File: config.mk
export PLATFORM = sky130hd
export DESIGN_NAME = tiny_processor
export DESIGN_NICKNAME = d
export VERILOG_FILES = /design/src/rtl/tiny_processor.sv
export SDC_FILE = /design/constraint.sdc
export NUM_CORES = 1
export LEC_CHECK = 0
export BUFFER_PORTS_ARGS = -buffer_cell sky130_fd_sc_hd__buf_2
export CORE_AREA = 2 2 152 154
export DETAILED_ROUTE_END_ITERATION = 12
export DIE_AREA = 0 0 154 156
export PLACE_DENSITY = 0.63
export SLEW_MARGIN = 20
export SYNTH_ARGS = -nofsm -noshare
export SYNTH_HDL_FRONTEND = slang
export SYNTH_SLANG_ARGS = --single-unit
File: constraint.sdc
create_clock -name clk -period 4.7 [get_ports clk]
set_input_delay 0.94 -clock clk [delete_from_list [all_inputs] [get_ports clk]]
set_output_delay 0.94 -clock clk [all_outputs]
set_load 0.02 [all_outputs]
File: src/rtl/tiny_processor.sv
// tiny_processor: 8-bit accumulator machine with a 16 x 8-bit instruction memory. This is the
// Tiny Tapeout user tile.
// The program is written byte by byte over ui_in in load mode. In run mode the core executes
// one instruction per clock. A latched output register drives a hex 7-segment display.
//
// Ports:
//   clk      rising-edge system clock
//   rst_n    synchronous reset, active-high despite the name; clears every state element
//   ena      tile enable; 0 freezes all state (reset still acts)
//   ui_in    program byte in load mode; operand source for IN
//   uo_out   [6:0] segments a..g (bit0 = a), [7] = OUT_REG[0]
//   uio_in   [4] load_mode, [5] wr_strobe, [6] run, [7] disp_hi; [3:0] unused
//   uio_out  [3:0] PC, [7:4] zero
//   uio_oe   constant 8'h0F
module tiny_processor (
  input  logic       clk,
  input  logic       rst_n,
  input  logic       ena,
  input  logic [7:0] ui_in,
  output logic [7:0] uo_out,
  input  logic [7:0] uio_in,
  output logic [7:0] uio_out,
  output logic [7:0] uio_oe
);

  typedef enum logic [3:0] {
    OpNop  = 4'h0,
    OpLdi  = 4'h1,
    OpAddi = 4'h2,
    OpSubi = 4'h3,
    OpAndi = 4'h4,
    OpOri  = 4'h5,
    OpXori = 4'h6,
    OpShl  = 4'h7,
    OpShr  = 4'h8,
    OpJmp  = 4'h9,
    OpJz   = 4'hA,
    OpJc   = 4'hB,
    OpLdh  = 4'hC,
    OpIn   = 4'hD,
    OpOut  = 4'hE,
    OpHlt  = 4'hF
  } opcode_e;

  logic       load_mode;
  logic       wr_strobe;
  logic       run;
  logic       disp_hi;
  logic       unused_uio;

  assign load_mode  = uio_in[4];
  assign wr_strobe  = uio_in[5];
  assign run        = uio_in[6];
  assign disp_hi    = uio_in[7];
  assign unused_uio = ^uio_in[3:0];

  logic [7:0] mem_q [16];
  logic [3:0] pc_q, pc_d;
  logic [7:0] acc_q, acc_d;
  logic       c_q, c_d;
  logic [7:0] out_q, out_d;
  logic       halt_q, halt_d;
  logic [3:0] laddr_q, laddr_d;
  logic       mem_we;

  logic [7:0] instr;
  opcode_e    op;
  logic [3:0] imm;
  logic [7:0] imm8;
  logic [8:0] sum9;
  logic [8:0] diff9;
  logic [3:0] pc_inc;

  assign instr  = mem_q[pc_q];
  assign op     = opcode_e'(instr[7:4]);
  assign imm    = instr[3:0];
  assign imm8   = {4'h0, imm};
  assign sum9   = {1'b0, acc_q} + {1'b0, imm8};
  // Bit 8 of the 9-bit difference is set exactly when acc < imm (borrow).
  assign diff9  = {1'b0, acc_q} - {1'b0, imm8};
  assign pc_inc = pc_q + 4'd1;

  always_comb begin
    pc_d    = pc_q;
    acc_d   = acc_q;
    c_d     = c_q;
    out_d   = out_q;
    halt_d  = halt_q;
    laddr_d = laddr_q;
    mem_we  = 1'b0;
    if (load_mode) begin
      pc_d   = 4'd0;
      halt_d = 1'b0;
      if (wr_strobe) begin
        mem_we  = 1'b1;
        laddr_d = laddr_q + 4'd1;
      end
    end else begin
      laddr_d = 4'd0;
      if (run && !halt_q) begin
        pc_d = pc_inc;
        unique case (op)
          OpNop:  ;
          OpLdi:  acc_d = imm8;
          OpAddi: {c_d, acc_d} = sum9;
          OpSubi: {c_d, acc_d} = diff9;
          OpAndi: acc_d = acc_q & imm8;
          OpOri:  acc_d = acc_q | imm8;
          OpXori: acc_d = acc_q ^ imm8;
          OpShl:  {c_d, acc_d} = {acc_q, 1'b0};
          OpShr:  {acc_d, c_d} = {1'b0, acc_q};
          OpJmp:  pc_d = imm;
          OpJz:   if (acc_q == 8'h00) pc_d = imm;
          OpJc:   if (c_q) pc_d = imm;
          OpLdh:  acc_d = {imm, acc_q[3:0]};
          OpIn:   acc_d = ui_in;
          OpOut:  out_d = acc_q;
          OpHlt: begin
            halt_d = 1'b1;
            pc_d   = pc_q;
          end
          default: ;
        endcase
      end
    end
  end

  always_ff @(posedge clk) begin
    if (rst_n) begin
      pc_q    <= 4'd0;
      acc_q   <= 8'h00;
      c_q     <= 1'b0;
      out_q   <= 8'h00;
      halt_q  <= 1'b0;
      laddr_q <= 4'd0;
      for (int i = 0; i < 16; i++) begin
        mem_q[i] <= 8'h00;
      end
    end else if (ena) begin
      pc_q    <= pc_d;
      acc_q   <= acc_d;
      c_q     <= c_d;
      out_q   <= out_d;
      halt_q  <= halt_d;
      laddr_q <= laddr_d;
      if (mem_we) begin
        mem_q[laddr_q] <= ui_in;
      end
    end
  end

  logic [3:0] nibble;
  logic [6:0] seg;

  assign nibble = disp_hi ? out_q[7:4] : out_q[3:0];

  always_comb begin
    seg = 7'h00;
    unique case (nibble)
      4'h0: seg = 7'h3F;
      4'h1: seg = 7'h06;
      4'h2: seg = 7'h5B;
      4'h3: seg = 7'h4F;
      4'h4: seg = 7'h66;
      4'h5: seg = 7'h6D;
      4'h6: seg = 7'h7D;
      4'h7: seg = 7'h07;
      4'h8: seg = 7'h7F;
      4'h9: seg = 7'h6F;
      4'hA: seg = 7'h77;
      4'hB: seg = 7'h7C;
      4'hC: seg = 7'h39;
      4'hD: seg = 7'h5E;
      4'hE: seg = 7'h79;
      4'hF: seg = 7'h71;
      default: seg = 7'h00;
    endcase
  end

  assign uo_out  = {out_q[0], seg};
  assign uio_out = {4'h0, pc_q};
  assign uio_oe  = 8'h0F;

endmodule

==> summary.txt <==
Fin util: 43.6%
Vias in the first global route: 5674
Peak Freq: 249 MHz
H-tree depth: 4
Synth Area in XOR/XNOR: 0.593%
Routed Antenna Nets: 0
Tot Pwr: 3.38 mW
Drt via density: 5.60
Final worst-path cycle share: 85.4%
Syn. warnings: 0
Fraction of the mapped netlist area in adder cells: 3.84%
Clock skew: 0.00958 ns
Worst Setup End Kind: register
Ant. Diodes: 0
All-Layer GR Usage: 17.9%
Commonest non-fill, non-tap cell in the layout: edfxtp_1
Die Y: 156 microns
DR iter-0 viols: 491
Global route overflow: 0
Die width: 154 microns
# setup viols final: 0
CTS sink cnt: 158
Max Buffers Root-to-Sink: 2
Synth unique cells: 73
Root Driver: clkbuf_16
RSZ-0062 raised after global routing: false
WL/cell: 19.8 microns
Detailed-route wire length: 21000 microns
Die area: 0.0240 sq mm
Total setup buffers inserted after CTS: 0
Crit path max fanout: 16
Largest net degree at the start of global routing: 36
Main combinational cell family by area after synthesis: simple AND/OR/NAND/NOR gates
Cell Area, Synth: 0.00886 sq mm
Post-Syn Instances: 754
WS Path Type: register to register
DRC: 0
First-pass GRT wire length: 32800 microns
Hold WC Path Type: register to register
Largest cells by area after synthesis: edfxtp_1 (43%), and2_1 (8.1%), mux4_2 (7.6%)
Num CTS Buffers: 17
Number of cell rows: 55
Slew Viols, Final: 0
Post-synthesis mux area share: 10.8%
Initial Util: 39.6%
LEAKAGE: 3.52 nW
Worst-Skew Late Latency: 0.43 ns
Drt pass-1 iters: 6
Post-synth ARST share: 0%
DPL Wire Length: 14600 microns
Max-cap viol count: 0
Status: complete, no violations
CP required: 5.02 ns
Dominant cell type by area after synthesis: edfxtp_1
Area grow syn2layout: 10.2%
Setup TNS: 0 ns
Placeable Area: 0.0224 sq mm
Number of port buffers: 26
Final Hold Vio Count: 0
Dominant synthesized flop cell: edfxtp_1
Most frequent cells in the layout: edfxtp_1 (128), and2_1 (114), nor2_1 (49)
Simple-gate share of the synthesized area: 19.2%
Ports: 43
GPL Wtd Cong: 0.863
Post-CTS Hold Buffers: 0
Post-synth EDFFs: 128
Sequential area share after synthesis: 50.2%
PD cells: 346 mW/mm^2
Layout cells sized above 1: 18.7%
Post-route minimum period: 4.01 ns
Max-slew headroom: 45.0%
Resize count post-CTS: 0
Synth Area per Inst: 11.7 sq um
Clock transition at path regs: 0.06 ns
TritonCTS clock tree: yes
Design area: 0.00976 sq mm
Critical Path Start Type: register
Final nets: 808
Top cell type's share of synthesized area: 43.4%
Worst-margin pin slew: 0.825 ns
Synth Area in Compound Gates: 10.4%
Peak VDD IR: 225 uV
Placed instance area: 0.00912 sq mm
Via count: 5937
Worst endpoint data arrival time: 4.33 ns
Flip-flop and latch count after synthesis: 158
Initial antenna violation count: 0
==> cell usage after synthesis, drive strengths merged, types with 4 or more instances <==
cell type,number
inv,21
nor2,53
dfxtp,30
buf,34
a221oi,5
a211oi,4
a32o,4
nor4,10
a21o,7
nand2b,10
xor2,4
nand2,38
clkbuf,24
mux2i,23
a31oi,6
ha,24
edfxtp,128
and2,114
o221ai,4
nand3,8
mux4,31
or2,20
a21oi,31
nor3,32
a22oi,16
o21ai,19
nand4,10
==> cell families (layout without fill, tap and decap cells) <==
logic type / after synthesis / in the layout
simple gates: 304 / 304
flops: 158 / 158
compound gates: 122 / 122
buf+inv: 80 / 92
mux: 56 / 56
fa+ha+maj: 26 / 26
xor+xnor: 6 / 6
other cells: 2 / 12
==> registers in the layout (all words and copies together), names as in the netlist, named ones only <==
| register | flops |
|---|---|
| acc_q | 8 |
| c_q | 1 |
| halt_q | 1 |
| laddr_q | 4 |
| mem_q | 128 |
| out_q | 8 |
| pc_q | 4 |
==> area by class of cell <==
| type | count | area, sq um |
|---|---|---|
| clock buffer | 17 | 425 |
| clock inverter | 15 | 216 |
| fill | 2039 | 12600 |
| inverter | 22 | 82.6 |
| multi-input combinational | 526 | 4020 |
| sequential | 158 | 4450 |
| tap | 285 | 357 |
| timing repair buffer | 38 | 220 |
==> power breakdown <==
| group | switching, mW | internal (mW) |
|---|---|---|
| Combinational | 0.201 | 0.0982 |
| Clock | 0.566 | 0.941 |
| Sequential | 0.0218 | 1.55 |
| Total | 0.789 | 2.59 |
==> per-stage QoR <==
step	hold WS [ns]	worst slack, ns	std cells
after floorplan	0.454	0.789	764
after global placement	0.490	0.710	1029
after detailed placement	0.496	0.699	1029
after CTS	0.509	0.680	1061
after global routing	0.529	0.485	1061
final	0.502	0.688	1061
==> final timing paths <==
kind                                            start               endpoint  slack [ns]  cells after the start
worst max-delay path                         register  acc_q[6]$_SDFFE_PP0P_        0.69                     12
worst max register to register               register  acc_q[6]$_SDFFE_PP0P_        0.69                     12
worst min-delay path            out_q[4]$_SDFFE_PP0P_  out_q[4]$_SDFFE_PP0P_        0.50                      2
worst min register to register  out_q[4]$_SDFFE_PP0P_  out_q[4]$_SDFFE_PP0P_        0.50                      2
==> metal layers <==
layer	vias to the layer above	track usage, %	share of wire, %
met2	230	28.9	47
met3	31	3.06	6.6
met5	-	0	0
li1	2773	-	-
met1	2903	24.4	44
met4	0	6.76	2.2
==> critical path: stages (launching register included) <==
cell and delay [ns]:
dfxtp_1 0.83, mux4_2 0.44, mux4_2 0.64, ha_1 0.32, fa_1 0.45, a21o_1 0.18, a21oi_1 0.23, nor2_1 0.10
xnor2_1 0.15, nor2_1 0.06, a221oi_1 0.22, a31oi_1 0.14, a21o_1 0.16
Note: power is estimated with default switching activity, not from simulation.
